===== config.mk =====
export PLATFORM = sky130hd
export DESIGN_NAME = bpi_sequencer_multi
export DESIGN_NICKNAME = d
export VERILOG_FILES = /design/src/rtl/bpi_sequencer_multi.sv
export SDC_FILE = /design/constraint.sdc
export NUM_CORES = 1
export LEC_CHECK = 0
export BUFFER_PORTS_ARGS = -buffer_cell sky130_fd_sc_hd__buf_2
export CAP_MARGIN = 20
export CORE_ASPECT_RATIO = 0.5
export CORE_MARGIN = 4
export CORE_UTILIZATION = 57
export CTS_CLUSTER_DIAMETER = 50
export DETAILED_ROUTE_END_ITERATION = 16
export PLACE_DENSITY = 0.79
export SLEW_MARGIN = 20
export SYNTH_ARGS = -nofsm -noshare
export SYNTH_HDL_FRONTEND = slang
export SYNTH_SLANG_ARGS = --single-unit

===== constraint.sdc =====
create_clock -name CLK -period 3.3 [get_ports CLK]
set_clock_uncertainty 0.05 [all_clocks]
set_input_delay 0.165 -clock CLK [delete_from_list [all_inputs] [get_ports CLK]]
set_output_delay 0.165 -clock CLK [all_outputs]
set_load 0.1 [all_outputs]

===== src/rtl/bpi_sequencer_multi.sv =====
// bpi_sequencer_multi
// Command sequencer for the BPI flash interface engine. After reset it runs a
// power-up flow (Set_Cnfg_Reg, gap, Read_Array) and then waits in IDLE for a
// host request. A request runs in one of three modes:
//   0 simple        : issue the command once.
//   1 status-polled : issue, then poll the status register until the
//                     program/erase controller is idle or the poll limit is hit.
//   2 lock-verified : issue, then read the electronic signature and check
//                     the lock bits.
// Failed commands are reissued up to MAX_RETRY times (each reissue is preceded
// by Clr_Status_Reg). After that, or after a poll timeout, the error is
// reported and held until the host acknowledges it.
//
// Ports
//   CLK, RST          clock, asynchronous active-high reset
//   start             host request, held until seq_cmplt
//   mode[1:0]         sequence mode (3 is reserved and ignored)
//   seq_cmnd          user command to issue
//   seq_done          engine finished the current command
//   pec_busy, error   status-register decode, valid in STAT_CHK
//   lk_ok             lock bits match, valid in LK_CHK
//   ack               host acknowledges a reported error
//   command           registered command to the engine
//   seqr_idle, seq_cmplt, rpt_error, check_stat, cnfrm_lk  state decodes
//   timeout_err       last failure was a poll timeout (sticky)
//   retry_cnt         reissues performed in the current sequence
//   OUT_STATE         current state encoding for debug
//
// Handshake: `command` holds its value for the whole time the FSM sits in a
// wait state; the engine raises seq_done for one cycle when it is finished,
// and seq_done is sampled only in wait states (it is ignored everywhere else).
module bpi_sequencer_multi #(
  parameter int                CMD_W     = 5,
  parameter int                POLL_W    = 16,
  parameter logic [POLL_W-1:0] MAX_POLL  = 16'd1000,
  parameter int                RETRY_W   = 2,
  parameter int                MAX_RETRY = 2
) (
  input  logic               CLK,
  input  logic               RST,
  input  logic               start,
  input  logic [1:0]         mode,
  input  logic [CMD_W-1:0]   seq_cmnd,
  input  logic               seq_done,
  input  logic               pec_busy,
  input  logic               error,
  input  logic               lk_ok,
  input  logic               ack,
  output logic [CMD_W-1:0]   command,
  output logic               seqr_idle,
  output logic               seq_cmplt,
  output logic               rpt_error,
  output logic               check_stat,
  output logic               cnfrm_lk,
  output logic               timeout_err,
  output logic [RETRY_W-1:0] retry_cnt,
  output logic [4:0]         OUT_STATE
);

  localparam logic [4:0] RESET      = 5'd0;
  localparam logic [4:0] SET_ASYNCH = 5'd1;
  localparam logic [4:0] GAP_A      = 5'd2;
  localparam logic [4:0] RD_ARRAY   = 5'd3;
  localparam logic [4:0] IDLE       = 5'd4;
  localparam logic [4:0] SIMPLE     = 5'd5;
  localparam logic [4:0] ISSUE      = 5'd6;
  localparam logic [4:0] GAP_S      = 5'd7;
  localparam logic [4:0] STAT_RD    = 5'd8;
  localparam logic [4:0] STAT_CHK   = 5'd9;
  localparam logic [4:0] RES_MODE   = 5'd10;
  localparam logic [4:0] GAP_E      = 5'd11;
  localparam logic [4:0] ES_RD      = 5'd12;
  localparam logic [4:0] LK_CHK     = 5'd13;
  localparam logic [4:0] FAIL       = 5'd14;
  localparam logic [4:0] ERR        = 5'd15;
  localparam logic [4:0] CLR_SR     = 5'd16;
  localparam logic [4:0] DONE       = 5'd17;

  localparam logic [CMD_W-1:0] CMD_NOOP     = '0;
  localparam logic [CMD_W-1:0] CMD_READ_1   = CMD_W'(5'h02);
  localparam logic [CMD_W-1:0] CMD_RD_ARRAY = CMD_W'(5'h05);
  localparam logic [CMD_W-1:0] CMD_RD_ESIG  = CMD_W'(5'h07);
  localparam logic [CMD_W-1:0] CMD_CLR_SR   = CMD_W'(5'h09);
  localparam logic [CMD_W-1:0] CMD_SET_CNFG = CMD_W'(5'h12);

  localparam logic [RETRY_W-1:0] RETRY_LIM = RETRY_W'(MAX_RETRY);

  logic [4:0]         state_q,      state_d;
  logic [CMD_W-1:0]   cmd_q,        cmd_d;
  logic [CMD_W-1:0]   lat_cmd_q,    lat_cmd_d;
  logic [1:0]         mode_q,       mode_d;
  logic               op_active_q,  op_active_d;
  logic [RETRY_W-1:0] retry_cnt_q,  retry_cnt_d;
  logic               retry_flag_q, retry_flag_d;
  logic [POLL_W-1:0]  poll_cnt_q,   poll_cnt_d;
  logic               timeout_q,    timeout_d;

  logic accept;

  assign accept = (state_q == IDLE) && start && (mode != 2'd3);

  always_comb begin
    state_d      = state_q;
    lat_cmd_d    = lat_cmd_q;
    mode_d       = mode_q;
    op_active_d  = op_active_q;
    retry_cnt_d  = retry_cnt_q;
    retry_flag_d = retry_flag_q;
    poll_cnt_d   = poll_cnt_q;
    timeout_d    = timeout_q;

    case (state_q)
      RESET:      state_d = SET_ASYNCH;
      SET_ASYNCH: if (seq_done) state_d = GAP_A;
      GAP_A:      state_d = RD_ARRAY;
      // The same read-array tail serves power-up and the end of a sequence;
      // op_active tells the two apart.
      RD_ARRAY:   if (seq_done) state_d = op_active_q ? DONE : IDLE;
      IDLE: begin
        if (accept) begin
          lat_cmd_d    = seq_cmnd;
          mode_d       = mode;
          op_active_d  = 1'b1;
          retry_cnt_d  = '0;
          retry_flag_d = 1'b0;
          poll_cnt_d   = '0;
          timeout_d    = 1'b0;
          state_d      = (mode == 2'd0) ? SIMPLE : ISSUE;
        end
      end
      SIMPLE:     if (seq_done) state_d = DONE;
      ISSUE:      if (seq_done) state_d = GAP_S;
      GAP_S:      state_d = (mode_q == 2'd1) ? STAT_RD : RES_MODE;
      STAT_RD:    if (seq_done) state_d = STAT_CHK;
      STAT_CHK: begin
        if (pec_busy) begin
          if (poll_cnt_q < MAX_POLL) begin
            poll_cnt_d = poll_cnt_q + POLL_W'(1);
            state_d    = STAT_RD;
          end else begin
            timeout_d = 1'b1;
            state_d   = ERR;
          end
        end else begin
          state_d = error ? FAIL : GAP_A;
        end
      end
      RES_MODE:   if (seq_done) state_d = GAP_E;
      GAP_E:      state_d = ES_RD;
      ES_RD:      if (seq_done) state_d = LK_CHK;
      LK_CHK:     state_d = lk_ok ? GAP_A : FAIL;
      FAIL: begin
        if (retry_cnt_q < RETRY_LIM) begin
          retry_cnt_d  = retry_cnt_q + RETRY_W'(1);
          retry_flag_d = 1'b1;
          state_d      = CLR_SR;
        end else begin
          state_d = ERR;
        end
      end
      ERR: begin
        if (ack) begin
          retry_flag_d = 1'b0;
          state_d      = CLR_SR;
        end
      end
      // After a host-acknowledged error the status is cleared and the flow
      // finishes through read-array instead of reissuing.
      CLR_SR:     if (seq_done) state_d = retry_flag_q ? ISSUE : GAP_A;
      DONE: begin
        if (!start) begin
          op_active_d = 1'b0;
          state_d     = IDLE;
        end
      end
      default:    state_d = RESET;
    endcase

    // Each (re)issue gets a fresh poll budget.
    if ((state_d == ISSUE) && (state_q != ISSUE)) poll_cnt_d = '0;
  end

  // The command register is loaded from the next state so that it changes
  // together with the state register.
  always_comb begin
    cmd_d = CMD_NOOP;
    case (state_d)
      SET_ASYNCH:      cmd_d = CMD_SET_CNFG;
      RD_ARRAY:        cmd_d = CMD_RD_ARRAY;
      SIMPLE, ISSUE:   cmd_d = lat_cmd_d;
      STAT_RD, ES_RD:  cmd_d = CMD_READ_1;
      RES_MODE:        cmd_d = CMD_RD_ESIG;
      CLR_SR:          cmd_d = CMD_CLR_SR;
      default:         cmd_d = CMD_NOOP;
    endcase
  end

  always_ff @(posedge CLK or posedge RST) begin
    if (RST) begin
      state_q      <= RESET;
      cmd_q        <= '0;
      lat_cmd_q    <= '0;
      mode_q       <= '0;
      op_active_q  <= 1'b0;
      retry_cnt_q  <= '0;
      retry_flag_q <= 1'b0;
      poll_cnt_q   <= '0;
      timeout_q    <= 1'b0;
    end else begin
      state_q      <= state_d;
      cmd_q        <= cmd_d;
      lat_cmd_q    <= lat_cmd_d;
      mode_q       <= mode_d;
      op_active_q  <= op_active_d;
      retry_cnt_q  <= retry_cnt_d;
      retry_flag_q <= retry_flag_d;
      poll_cnt_q   <= poll_cnt_d;
      timeout_q    <= timeout_d;
    end
  end

  assign command     = cmd_q;
  assign seqr_idle   = (state_q == IDLE);
  assign seq_cmplt   = (state_q == DONE);
  assign rpt_error   = (state_q == ERR);
  assign check_stat  = (state_q == STAT_CHK);
  assign cnfrm_lk    = (state_q == LK_CHK);
  assign timeout_err = timeout_q;
  assign retry_cnt   = retry_cnt_q;
  assign OUT_STATE   = state_q;

endmodule

==> results.md <==
* Nets at roughly 310
* Final Hold Vio Count at 0
* Most frequent cells in the layout: dfrtp_1 (38), buf_2 (32), nor2_1 (30)
* Sinks on Clock Net at 38
* Mapped Area at between 2000 and 2500 um^2
* Actual slew at the worst max-slew pin at 730 ps
* Die width at roughly 100 um
* Syn Nets at around 280
* Cell Area, Placed at around 2500 um^2
* Row count at 16
* Cells after Synth at between 200 and 300
* Port buffer count at 32
* Final instance area at between 2000 and 3000 um^2
* Max Slew Vio Count at 0
* Share of layout cells above drive strength 1 at 17.9%
* Sequential cell area fraction in the yosys report at 41.2%
* Status: finished, final reports clean
* Dpl cells at roughly 340
* Vias per cell at 6.02
* Final worst-path cycle share at 83.9%
* Worst slew margin at ~50%
* CTS buffer count at 5
* Final worst slack at about 530 ps
* Initial core utilization at between 50% and 60%
* Most common cell after layout, fill and taps aside: dfrtp_1
* Pwr Total at between 2 and 2.5 mW
* Unique cell type count in the Yosys netlist at 66
* Max_cap viols at 0
* Routed len/inst at around 16 um
* Avg Cell Area, Syn at just under 9 um^2
* Worst EP required at 3400 ps
* Clk_lat worst skew at about 290 ps
* Arrival @ worst endpoint at approximately 2900 ps
* Crit Path Max Fanout at 26
* Largest net degree at the start of global routing at 39
* Initial antenna violation count at 0
* Detail Route Antenna Nets at 0
* Max clock buf depth at 2
* DR iter-0 viols at around 130
* Yosys reg bits at 38
* Post-synth ARST share at between 90% and 100%
* Min-Delay Path Class: in2reg
* Die ar. at roughly 5200 um^2
* VDD IR max at around 0.54 mV
* P per Cell Area at ~910 nW/um^2
* H-tree depth at 2
* Final Instance Count excl. Fillers at roughly 340
* Crit path time final at roughly 2800 ps
* Via count at around 2,100
* DRC Markers at 0
* First-pass GRT wire length at ~9300 um
* Global route total overflow at 0
* Final WL at about 5500 um
* Routability Congestion at just under 1
* Fmax achieved at approximately 360 MHz
* Io pins at 33
* Root Buffer: clkbuf_8
* Most used DFF post-synth: dfrtp_1
* Kind of end point of the critical path: register
* TritonRoute pass-1 iters at 4
* Startpoint type of the worst setup path: register
* Die height at roughly 53 um
* Post-DP HPWL at around 4000 um
* Leakage at between 1 and 1.5 nW
* Post-synth EDFFs at 0
* Setup TNS at 0 ps
* Worst R2R Setup Slack at about 530 ps
* Register clock-pin slew on the reported worst setup and hold paths at around 80 ps
* Ys Warns at 0
* # resized after CTS at 0
* Final setup fails at 0
* Number of global-route vias before repair at a little under 2,000
* Gr usage total at 22.8%
* Setup CP Type: reg2reg
* RSZ-0062 raised after global routing: no
* Layout area overhead at 11.6%
* CTS tree: yes
* DP Worst Slack at 629 ps
* Core Area at approximately 3900 um^2
* Antenna Cells at 0
## final timing paths
path,start,to,depth (start not counted)
setup / recovery,OUT_STATE[0]$_DFF_PP0_,command[1]$_DFF_PP0_,6
hold / removal,mode[0],mode_q[0]$_DFFE_PP0P_,3
setup reg to reg,OUT_STATE[0]$_DFF_PP0_,command[1]$_DFF_PP0_,6
hold reg to reg,timeout_err$_DFFE_PP0P_,timeout_err$_DFFE_PP0P_,2
max in group asynchronous,RST,op_active_q$_DFFE_PP0P_,4
min in group asynchronous,RST,poll_cnt_q[1]$_DFFE_PP0P_,4
## synth_stat cells (all sizes together) (3+ instances only)
master | number | area, um^2
nand4 | 3 | 18.8
nor2 | 30 | 113
inv | 12 | 45.0
o31ai | 3 | 22.5
xnor2 | 3 | 26.3
and3 | 4 | 25.0
dfrtp | 38 | 951
a2bb2oi | 3 | 26.3
nand3b | 6 | 45.0
o311ai | 3 | 26.3
buf | 12 | 76.3
a21oi | 14 | 70.1
xor2 | 3 | 26.3
nor4b | 3 | 47.5
nor4 | 3 | 18.8
nor3 | 13 | 70.1
nor2b | 3 | 18.8
nand2 | 23 | 86.3
clkbuf | 5 | 20.0
a211oi | 3 | 22.5
nand2b | 9 | 56.3
mux2i | 4 | 40.0
a31oi | 3 | 18.8
nand3 | 8 | 40.0
o21ai | 9 | 45.0
or3 | 3 | 18.8
## critical path, stage by stage (launching register included)
cell	delay, ps
dfrtp_1	820
inv_1	220
nand4_1	130
o311ai_1	90
or4_1	660
xnor2_1	450
o221ai_1	200
## layout make-up
type / count / area [um^2]
Tap cell: 54 / 67.6
Sequential cell: 38 / 951
Clock inverter: 2 / 12.5
Timing Repair Buffer: 37 / 200
Inverter: 12 / 45.0
Clock buffer: 6 / 82.6
Multi-Input combinational cell: 195 / 1210
Fill cell: 343 / 1330
## power breakdown
| group | leakage (nW) | total, mW | switching (mW) | internal (mW) |
|---|---|---|---|---|
| combinational | 0.617 | 1.23 | 0.902 | 0.327 |
| sequential | 0.505 | 0.783 | 0.199 | 0.585 |
| clock | 0.0472 | 0.341 | 0.173 | 0.168 |
| total | 1.17 | 2.35 | 1.27 | 1.08 |
## kinds of logic after synthesis
family                   share of synthesized area [%]
XOR/XNOR                                          2.28
AO/OA/AOI/OAI                                     19.3
buffers and inverters                             6.13
flip-flops                                        41.2
AND/OR/NAND/NOR                                   28.4
multiplexers                                      2.22
adder cells (fa/ha/maj)                          0.542
## layer usage
layer	up-vias	wire [um]	global-route usage, %
met1	996	2540	30.1
met5	-	0	0
met4	0	82	7.36
met3	10	358	5.66
li1	1006	-	-
met2	60	2560	37.4
## per-stage QoR
| step | hold WS [ps] | util (%) |
|---|---|---|
| CTS | 58.0 | 65.9 |
| global route | 67.2 | 65.9 |
| finish | 68.6 | 65.9 |
| global placement | 247 | 63.2 |
| detailed placement | 254 | 63.2 |
| floorplan | 220 | - |
## sequential cells by signal, summed over array words and instances (netlist names)
signal and cells:
OUT_STATE 5, command 5, lat_cmd_q 5, mode_q 2, op_active_q 1, poll_cnt_q 16
retry_cnt 2, retry_flag_q 1, timeout_err 1
## what timing repair did
item	CTS	global route
hold buffers	1	0
endpoints found under the setup margin	0	0
setup buffers	0	0
hold endpoints to repair	38	0
(Power assumes the default switching activity.)
